[src/rtl/food_pkg.sv]
// Shared types and constants for the food placer: FSM states, LFSR tap table
// and the default game-field geometry.
package food_pkg;

  typedef enum logic [1:0] {
    ST_IDLE   = 2'd0,
    ST_DRAW   = 2'd1,
    ST_QUERY  = 2'd2,
    ST_COMMIT = 2'd3
  } state_e;

  localparam int unsigned FIELD_H_MAX      = 160;
  localparam int unsigned FIELD_V_MAX      = 120;
  localparam int unsigned FIELD_H_FALLBACK = 80;
  localparam int unsigned FIELD_V_FALLBACK = 60;
  localparam int unsigned FIELD_H_RESET    = 30;
  localparam int unsigned FIELD_V_RESET    = 20;

  // Maximal-length Fibonacci tap masks: bit (t-1) set for tap t.
  function automatic logic [23:0] lfsr_taps(input int unsigned w);
    case (w)
      8:       return 24'h0000B8;
      9:       return 24'h000110;
      10:      return 24'h000240;
      11:      return 24'h000500;
      12:      return 24'h000829;
      13:      return 24'h00100D;
      14:      return 24'h002015;
      15:      return 24'h006000;
      16:      return 24'h00B400;
      17:      return 24'h012000;
      18:      return 24'h020400;
      19:      return 24'h040023;
      20:      return 24'h090000;
      21:      return 24'h140000;
      22:      return 24'h300000;
      23:      return 24'h420000;
      24:      return 24'hE10000;
      default: return 24'h000000;
    endcase
  endfunction

endpackage

[src/rtl/food_placer_lfsr_gen.sv]
// Free-running Fibonacci LFSR, shifting toward the MSB with XOR feedback into
// bit 0. Only the low OUT_W bits are exported.
module lfsr_gen #(
  parameter int unsigned W     = 16,
  parameter int unsigned OUT_W = W,
  parameter logic [W-1:0] SEED = W'(16'hACE1),
  parameter logic [W-1:0] TAPS = W'(16'hB400)
) (
  input  logic             CLK,
  input  logic             RESET,
  input  logic             CE,
  output logic [OUT_W-1:0] OUT
);

  logic [W-1:0] lfsr_q;
  logic [W-1:0] lfsr_d;

  always_comb begin
    lfsr_d = lfsr_q;
    if (CE) lfsr_d = {lfsr_q[W-2:0], ^(lfsr_q & TAPS)};
  end

  always_ff @(posedge CLK) begin
    if (RESET) lfsr_q <= SEED;
    else       lfsr_q <= lfsr_d;
  end

  assign OUT = lfsr_q[OUT_W-1:0];

endmodule

[src/rtl/food_placer.sv]
// Food position generator: rejection-samples LFSR draws into the playfield,
// optionally checks the snake body, and falls back to a fixed cell.
//
// state  | meaning
// IDLE   | holding committed cell; start on NEXT, pending or refresh
// DRAW   | test the current LFSR draw against the field bounds
// QUERY  | OCC_REQ high, waiting for the snake-body answer
// COMMIT | load candidate or fallback into the outputs, pulse DONE
module food_placer
  import food_pkg::*;
#(
  parameter int unsigned H_W        = 8,
  parameter int unsigned V_W        = 7,
  parameter int unsigned H_MAX      = FIELD_H_MAX,
  parameter int unsigned V_MAX      = FIELD_V_MAX,
  parameter int unsigned H_RESET    = FIELD_H_RESET,
  parameter int unsigned V_RESET    = FIELD_V_RESET,
  parameter int unsigned H_FALLBACK = FIELD_H_FALLBACK,
  parameter int unsigned V_FALLBACK = FIELD_V_FALLBACK,
  parameter int unsigned MAX_TRIES  = 8,
  parameter bit          USE_OCC    = 1'b1,
  parameter int unsigned LFSR_W     = 16,
  parameter logic [LFSR_W-1:0] SEED = LFSR_W'(16'hACE1),
  parameter logic [1:0]  IDLE_STATE = 2'b00
) (
  input  logic           CLK,
  input  logic           RESET,
  input  logic           NEXT,
  input  logic [1:0]     MASTER_STATE,
  output logic           OCC_REQ,
  output logic [H_W-1:0] OCC_X,
  output logic [V_W-1:0] OCC_Y,
  input  logic           OCC_ACK,
  input  logic           OCC_HIT,
  output logic [H_W-1:0] HORIZONTAL,
  output logic [V_W-1:0] VERTICAL,
  output logic           BUSY,
  output logic           DONE,
  output logic           FALLBACK
);

  localparam int unsigned TW = $clog2(MAX_TRIES + 1);
  localparam logic [TW-1:0] TRIES_LAST = TW'(MAX_TRIES);
  // One extra bit so a bound equal to 2**W still admits every draw.
  localparam logic [H_W:0] H_LIM = (H_W + 1)'(H_MAX);
  localparam logic [V_W:0] V_LIM = (V_W + 1)'(V_MAX);
  localparam logic [23:0] TAP_ROW = lfsr_taps(LFSR_W);

  logic [H_W+V_W-1:0] rnd;
  logic [H_W-1:0]     cand_x;
  logic [V_W-1:0]     cand_y;
  logic               cand_ok;
  logic               start;
  logic [TW-1:0]      tries_inc;
  logic               give_up;

  state_e         state_q, state_d;
  logic [TW-1:0]  tries_q, tries_d;
  logic           pending_q, pending_d;
  logic           sel_fb_q, sel_fb_d;
  logic           occ_req_q, occ_req_d;
  logic [H_W-1:0] occ_x_q, occ_x_d;
  logic [V_W-1:0] occ_y_q, occ_y_d;
  logic [H_W-1:0] horiz_q, horiz_d;
  logic [V_W-1:0] vert_q, vert_d;
  logic           busy_q, busy_d;
  logic           done_q, done_d;
  logic           fallback_q, fallback_d;

  lfsr_gen #(
    .W    (LFSR_W),
    .OUT_W(H_W + V_W),
    .SEED (SEED),
    .TAPS (TAP_ROW[LFSR_W-1:0])
  ) u_lfsr (
    .CLK  (CLK),
    .RESET(RESET),
    .CE   (1'b1),
    .OUT  (rnd)
  );

  assign cand_x    = rnd[H_W-1:0];
  assign cand_y    = rnd[H_W+V_W-1:H_W];
  assign cand_ok   = ({1'b0, cand_x} < H_LIM) && ({1'b0, cand_y} < V_LIM);
  assign start     = NEXT | pending_q | (MASTER_STATE == IDLE_STATE);
  assign tries_inc = tries_q + TW'(1);
  assign give_up   = (tries_inc == TRIES_LAST);

  always_comb begin
    state_d    = state_q;
    tries_d    = tries_q;
    pending_d  = pending_q;
    sel_fb_d   = sel_fb_q;
    occ_req_d  = occ_req_q;
    occ_x_d    = occ_x_q;
    occ_y_d    = occ_y_q;
    horiz_d    = horiz_q;
    vert_d     = vert_q;
    done_d     = 1'b0;
    fallback_d = 1'b0;

    // Requests arriving mid-placement collapse into a single pending start.
    if (NEXT && (state_q != ST_IDLE)) pending_d = 1'b1;

    case (state_q)
      ST_IDLE: begin
        if (start) begin
          state_d   = ST_DRAW;
          tries_d   = '0;
          pending_d = 1'b0;
          sel_fb_d  = 1'b0;
        end
      end
      ST_DRAW: begin
        if (cand_ok) begin
          occ_x_d = cand_x;
          occ_y_d = cand_y;
          if (USE_OCC) begin
            occ_req_d = 1'b1;
            state_d   = ST_QUERY;
          end else begin
            state_d = ST_COMMIT;
          end
        end else begin
          tries_d = tries_inc;
          if (give_up) begin
            sel_fb_d = 1'b1;
            state_d  = ST_COMMIT;
          end
        end
      end
      ST_QUERY: begin
        if (OCC_ACK) begin
          occ_req_d = 1'b0;
          if (!OCC_HIT) begin
            state_d = ST_COMMIT;
          end else begin
            tries_d = tries_inc;
            if (give_up) begin
              sel_fb_d = 1'b1;
              state_d  = ST_COMMIT;
            end else begin
              state_d = ST_DRAW;
            end
          end
        end
      end
      ST_COMMIT: begin
        horiz_d    = sel_fb_q ? H_W'(H_FALLBACK) : occ_x_q;
        vert_d     = sel_fb_q ? V_W'(V_FALLBACK) : occ_y_q;
        done_d     = 1'b1;
        fallback_d = sel_fb_q;
        state_d    = ST_IDLE;
      end
      default: state_d = ST_IDLE;
    endcase

    busy_d = (state_d != ST_IDLE);
  end

  always_ff @(posedge CLK) begin
    if (RESET) begin
      state_q    <= ST_IDLE;
      tries_q    <= '0;
      pending_q  <= 1'b0;
      sel_fb_q   <= 1'b0;
      occ_req_q  <= 1'b0;
      occ_x_q    <= '0;
      occ_y_q    <= '0;
      horiz_q    <= H_W'(H_RESET);
      vert_q     <= V_W'(V_RESET);
      busy_q     <= 1'b0;
      done_q     <= 1'b0;
      fallback_q <= 1'b0;
    end else begin
      state_q    <= state_d;
      tries_q    <= tries_d;
      pending_q  <= pending_d;
      sel_fb_q   <= sel_fb_d;
      occ_req_q  <= occ_req_d;
      occ_x_q    <= occ_x_d;
      occ_y_q    <= occ_y_d;
      horiz_q    <= horiz_d;
      vert_q     <= vert_d;
      busy_q     <= busy_d;
      done_q     <= done_d;
      fallback_q <= fallback_d;
    end
  end

  assign OCC_REQ    = occ_req_q;
  assign OCC_X      = occ_x_q;
  assign OCC_Y      = occ_y_q;
  assign HORIZONTAL = horiz_q;
  assign VERTICAL   = vert_q;
  assign BUSY       = busy_q;
  assign DONE       = done_q;
  assign FALLBACK   = fallback_q;

endmodule

[config.mk]
export PLATFORM = sky130hd
export DESIGN_NAME = food_placer
export DESIGN_NICKNAME = d
export VERILOG_FILES = /design/src/rtl/food_pkg.sv /design/src/rtl/food_placer_lfsr_gen.sv /design/src/rtl/food_placer.sv
export SDC_FILE = /design/constraint.sdc
export NUM_CORES = 1
export LEC_CHECK = 0
export BUFFER_PORTS_ARGS = -buffer_cell sky130_fd_sc_hd__buf_2
export CAP_MARGIN = 20
export CORE_MARGIN = 4
export CORE_UTILIZATION = 41
export CTS_CLUSTER_DIAMETER = 40
export CTS_CLUSTER_SIZE = 10
export DETAILED_ROUTE_END_ITERATION = 10
export SLEW_MARGIN = 20
export SYNTH_ARGS = -nofsm -noshare
export SYNTH_HDL_FRONTEND = slang
export SYNTH_SLANG_ARGS = --single-unit
[constraint.sdc]
create_clock -name CLK -period 2 [get_ports CLK]
set_clock_uncertainty 0.05 [all_clocks]
set_input_delay 0.3 -clock CLK [delete_from_list [all_inputs] [get_ports CLK]]
set_output_delay 0.3 -clock CLK [all_outputs]
set_load 0.02 [all_outputs]
==> results.json <==
{
  "fin_setup_tns_ps": 0,
  "drive_gt1_share_pct": 27.4,
  "asyncSetResetFlopFracSynth_pct": 0,
  "worst_pin_slew_ps": 623,
  "ioPinCount": 41,
  "share_of_synthesized_cell_area_in_and_or_nand_and_nor_gates_pct": 21.1,
  "grt_usage_pct": 16.1,
  "list_of_most_frequent_post_synthesis_cells": "58 x sky130_fd_sc_hd__dfxtp_1, 38 x sky130_fd_sc_hd__nor2_1, 15 x sky130_fd_sc_hd__mux2i_1",
  "number_of_enable_flip_flop_cells_after_synthesis": 0,
  "final-max-slew-violation-count": 0,
  "num_rows": 26,
  "crit_path_start_kind": "flip-flop",
  "grt_util_met2_pct": 23.9,
  "aggregate_routed_wire_length_um": 4610,
  "root_buffer": "sky130_fd_sc_hd__clkbuf_8",
  "post_synth_xor_area_fraction_pct": 1.19,
  "postRouteAntennaNets": 0,
  "synth_fa_ha_area_share_pct": 3.40,
  "p_int_w": 0.00191,
  "synthDominantAreaCellType": "sky130_fd_sc_hd__dfxtp_1",
  "p_leak_nw": 1.23,
  "area.sequential_mm2": 0.00116,
  "total_count_of_hold_check_failures_in_the_final_report": 0,
  "holdCritPathClass": "input pin to flip-flop",
  "p_total_w": 0.00250,
  "critPathKind": "flip-flop to flip-flop",
  "min_period_over_period_pct": 92.2,
  "setup_viol_count_final": 0,
  "synth.cell_area_mm2": 0.00221,
  "vdd.ir_drop.worst_mv": 0.674,
  "rsz_0062_raised_after_global_routing": "no",
  "synth-compound-area-share_pct": 11.5,
  "power.combinational.fraction_pct": 8.2,
  "maxClockFrequency_ghz": 0.542,
  "worst_setup_hold_path_clk_slew_ps": 60,
  "synth_cell_types": 40,
  "hpwlAfterDp_um": 3060,
  "floorplan.initialDensity_pct": 42.7,
  "gr-usage-met3_pct": 7.76,
  "timing.final.crit_period_ps": 1840,
  "clkPwrFrac_pct": 42.2,
  "fp.dieW_um": 81.4,
  "die_ar_mm2": 0.00662,
  "pwr_density_cell_mw_per_mm2": 930,
  "antenna_cells": 0,
  "grt_remaining_overflow": 0,
  "ys_warnings": 0,
  "crit_path_end_kind": "flip-flop",
  "cts_tree": "done",
  "gp_congestion": 0.862,
  "cts_setup_buffers": 0,
  "synth_most_common_cell": "sky130_fd_sc_hd__dfxtp_1",
  "synth_area_leaders": "sky130_fd_sc_hd__dfxtp_1 53%, sky130_fd_sc_hd__mux2i_1 6.8%, sky130_fd_sc_hd__nor2_1 6.5%",
  "clock_latency_ps": 330,
  "first_pass_grt_wire_length_um": 7840,
  "status": "finished clean",
  "multi_input_comb_area_um2": 982,
  "detail_route.vias_per_cell": 4.79,
  "synth_nets": 241,
  "synth-seq-cells": 58,
  "first_iter_violations": 61,
  "vias": 1663,
  "cts_sinks": 58,
  "drc_errors": 0,
  "grt_pass1_vias": 1635,
  "globalRouteMet1Util_pct": 20.2,
  "synth.mux.area_fraction_pct": 7.31,
  "worst_slew_margin_rel_pct": 58.4,
  "wl_per_cell_um": 13.3,
  "fp.dieH_um": 81.4,
  "drt-pass1-iter-count": 4,
  "synthesis.instances": 228,
  "grt_busiest_layer": "met2",
  "numPortBuffers": 40,
  "netsw_w": 0.000585,
  "finalNetCount": 285,
  "layout.filler_cells": 504,
  "grt_start_max_net_pins": 35,
  "h-tree-depth": 3,
  "cts_max_path_buffers": 2,
  "synth_top_family_by_area": "simple AND/OR/NAND/NOR gates",
  "area_added_between_synthesis_and_finish_pct": 21.5,
  "grt_antenna_before_repair": 0,
  "cap_viol_max_count": 0,
  "core-area_mm2": 0.00517,
  "cp_max_fo": 6,
  "avgSynthCellArea_um2": 9.69,
  "cts_made_buffers": 9,
  "ys.flop_type": "sky130_fd_sc_hd__dfxtp_1",
  "worst-endpoint-required_ps": 2210,
  "data_arrival_time_at_the_worst_slack_endpoint_ps": 2050,
  "p_sw_share_pct": 23.4,
  "synth-seq-area-share_pct": 52.6,
  "yosys.area.top_type_share_pct": 52.6,
  "pwr-share-seq_pct": 49.6
}
stage by stage:
step | utilization (%) | hold slack [ps] | cells | cell area [um2] | worst slack (ps)
floorplan | - | 366 | 228 | 2210 | 358
global placement | 47.9 | 386 | 331 | 2480 | 266
detailed placement | 47.9 | 382 | 331 | 2480 | 176
CTS | 51.8 | 173 | 347 | 2680 | 165
global route | 51.9 | 258 | 347 | 2680 | 26.9
finish | 51.9 | 190 | 347 | 2680 | 155
what timing repair did:
item	in CTS	in global routing
endpoints found under the setup margin	0	1
hold buffers	0	0
resized for setup	0	1
critical path, stage by stage, from the launching register on:
cell	delay, ps
sky130_fd_sc_hd__dfxtp_1	410
sky130_fd_sc_hd__inv_1	120
sky130_fd_sc_hd__ha_1	260
sky130_fd_sc_hd__o211a_1	210
sky130_fd_sc_hd__nand4b_4	190
sky130_fd_sc_hd__or3b_1	380
sky130_fd_sc_hd__a21oi_1	150
cells in the final DEF (no fill, tap or decap), types with 3 or more instances in the layout:
cell type | netlist | final
sky130_fd_sc_hd__dfxtp_1 | 58 | 57
sky130_fd_sc_hd__buf_2 | 1 | 40
sky130_fd_sc_hd__nor2_1 | 38 | 38
sky130_fd_sc_hd__mux2i_1 | 15 | 15
sky130_fd_sc_hd__clkbuf_8 | 0 | 14
sky130_fd_sc_hd__nand2_1 | 13 | 13
sky130_fd_sc_hd__a21oi_1 | 13 | 13
sky130_fd_sc_hd__o21ai_0 | 12 | 12
sky130_fd_sc_hd__nor2b_1 | 9 | 9
sky130_fd_sc_hd__or2_2 | 7 | 7
sky130_fd_sc_hd__ha_1 | 6 | 6
sky130_fd_sc_hd__buf_4 | 0 | 5
sky130_fd_sc_hd__or3_1 | 4 | 4
sky130_fd_sc_hd__nand2b_1 | 4 | 4
sky130_fd_sc_hd__inv_1 | 3 | 3
sky130_fd_sc_hd__and2_1 | 3 | 3
sky130_fd_sc_hd__a211oi_1 | 3 | 3
metal layers:
metal	wire (um)	part of all wire (%)
met2	2120	46
met3	235	5.1
met1	2200	48
met4	52	1.1
met5	0	0
kinds of logic after synthesis:
family,count (synthesis)
AND/OR/NAND/NOR,90
flip-flops,58
AO/OA/AOI/OAI,40
multiplexers,16
buffers and inverters,15
adder cells (fa/ha/maj),6
XOR/XNOR,3
final timing paths:
path                                from                           to  slack (ps)  cells past startpoint
max reg2reg        state_q[0]$_SDFF_PP0_      tries_q[2]$_SDFFE_PP0P_         160                      6
max                state_q[0]$_SDFF_PP0_      tries_q[2]$_SDFFE_PP0P_         160                      6
min                                 NEXT         pending_q$_SDFF_PP0_         190                      3
min reg2reg  u_lfsr.lfsr_q[4]$_SDFF_PP0_  u_lfsr.lfsr_q[5]$_SDFF_PP1_         390                      1
power groups by stage:
stage	Combinational (W)	Sequential (W)	Clock, W
after floorplan	0.000138	0.00127	0
final	0.000206	0.00124	0.00105
after detailed placement	0.000206	0.00126	0
after global placement	0.000204	0.00126	0
after CTS	0.000208	0.00124	0.00109
after global routing	0.000229	0.00124	0.00116
registers in the layout (all words and copies together) (netlist names), 2 cells and up:
| signal | cells |
|---|---|
| tries_q | 4 |
| state_q | 2 |
| u_lfsr.lfsr_q | 16 |
| OCC_X | 8 |
| HORIZONTAL | 8 |
| OCC_Y | 7 |
| VERTICAL | 7 |
final cells by class:
cell class / count / share of cell area [%]
Clock buffer: 15 / 7.32
Clock inverter: 1 / 0.187
Inverter: 3 / 0.420
Multi-Input combinational cell: 155 / 36.6
Sequential cell: 58 / 43.3
Tap cell: 70 / 3.26
Timing Repair Buffer: 45 / 8.86
(Power assumes the default switching activity.)
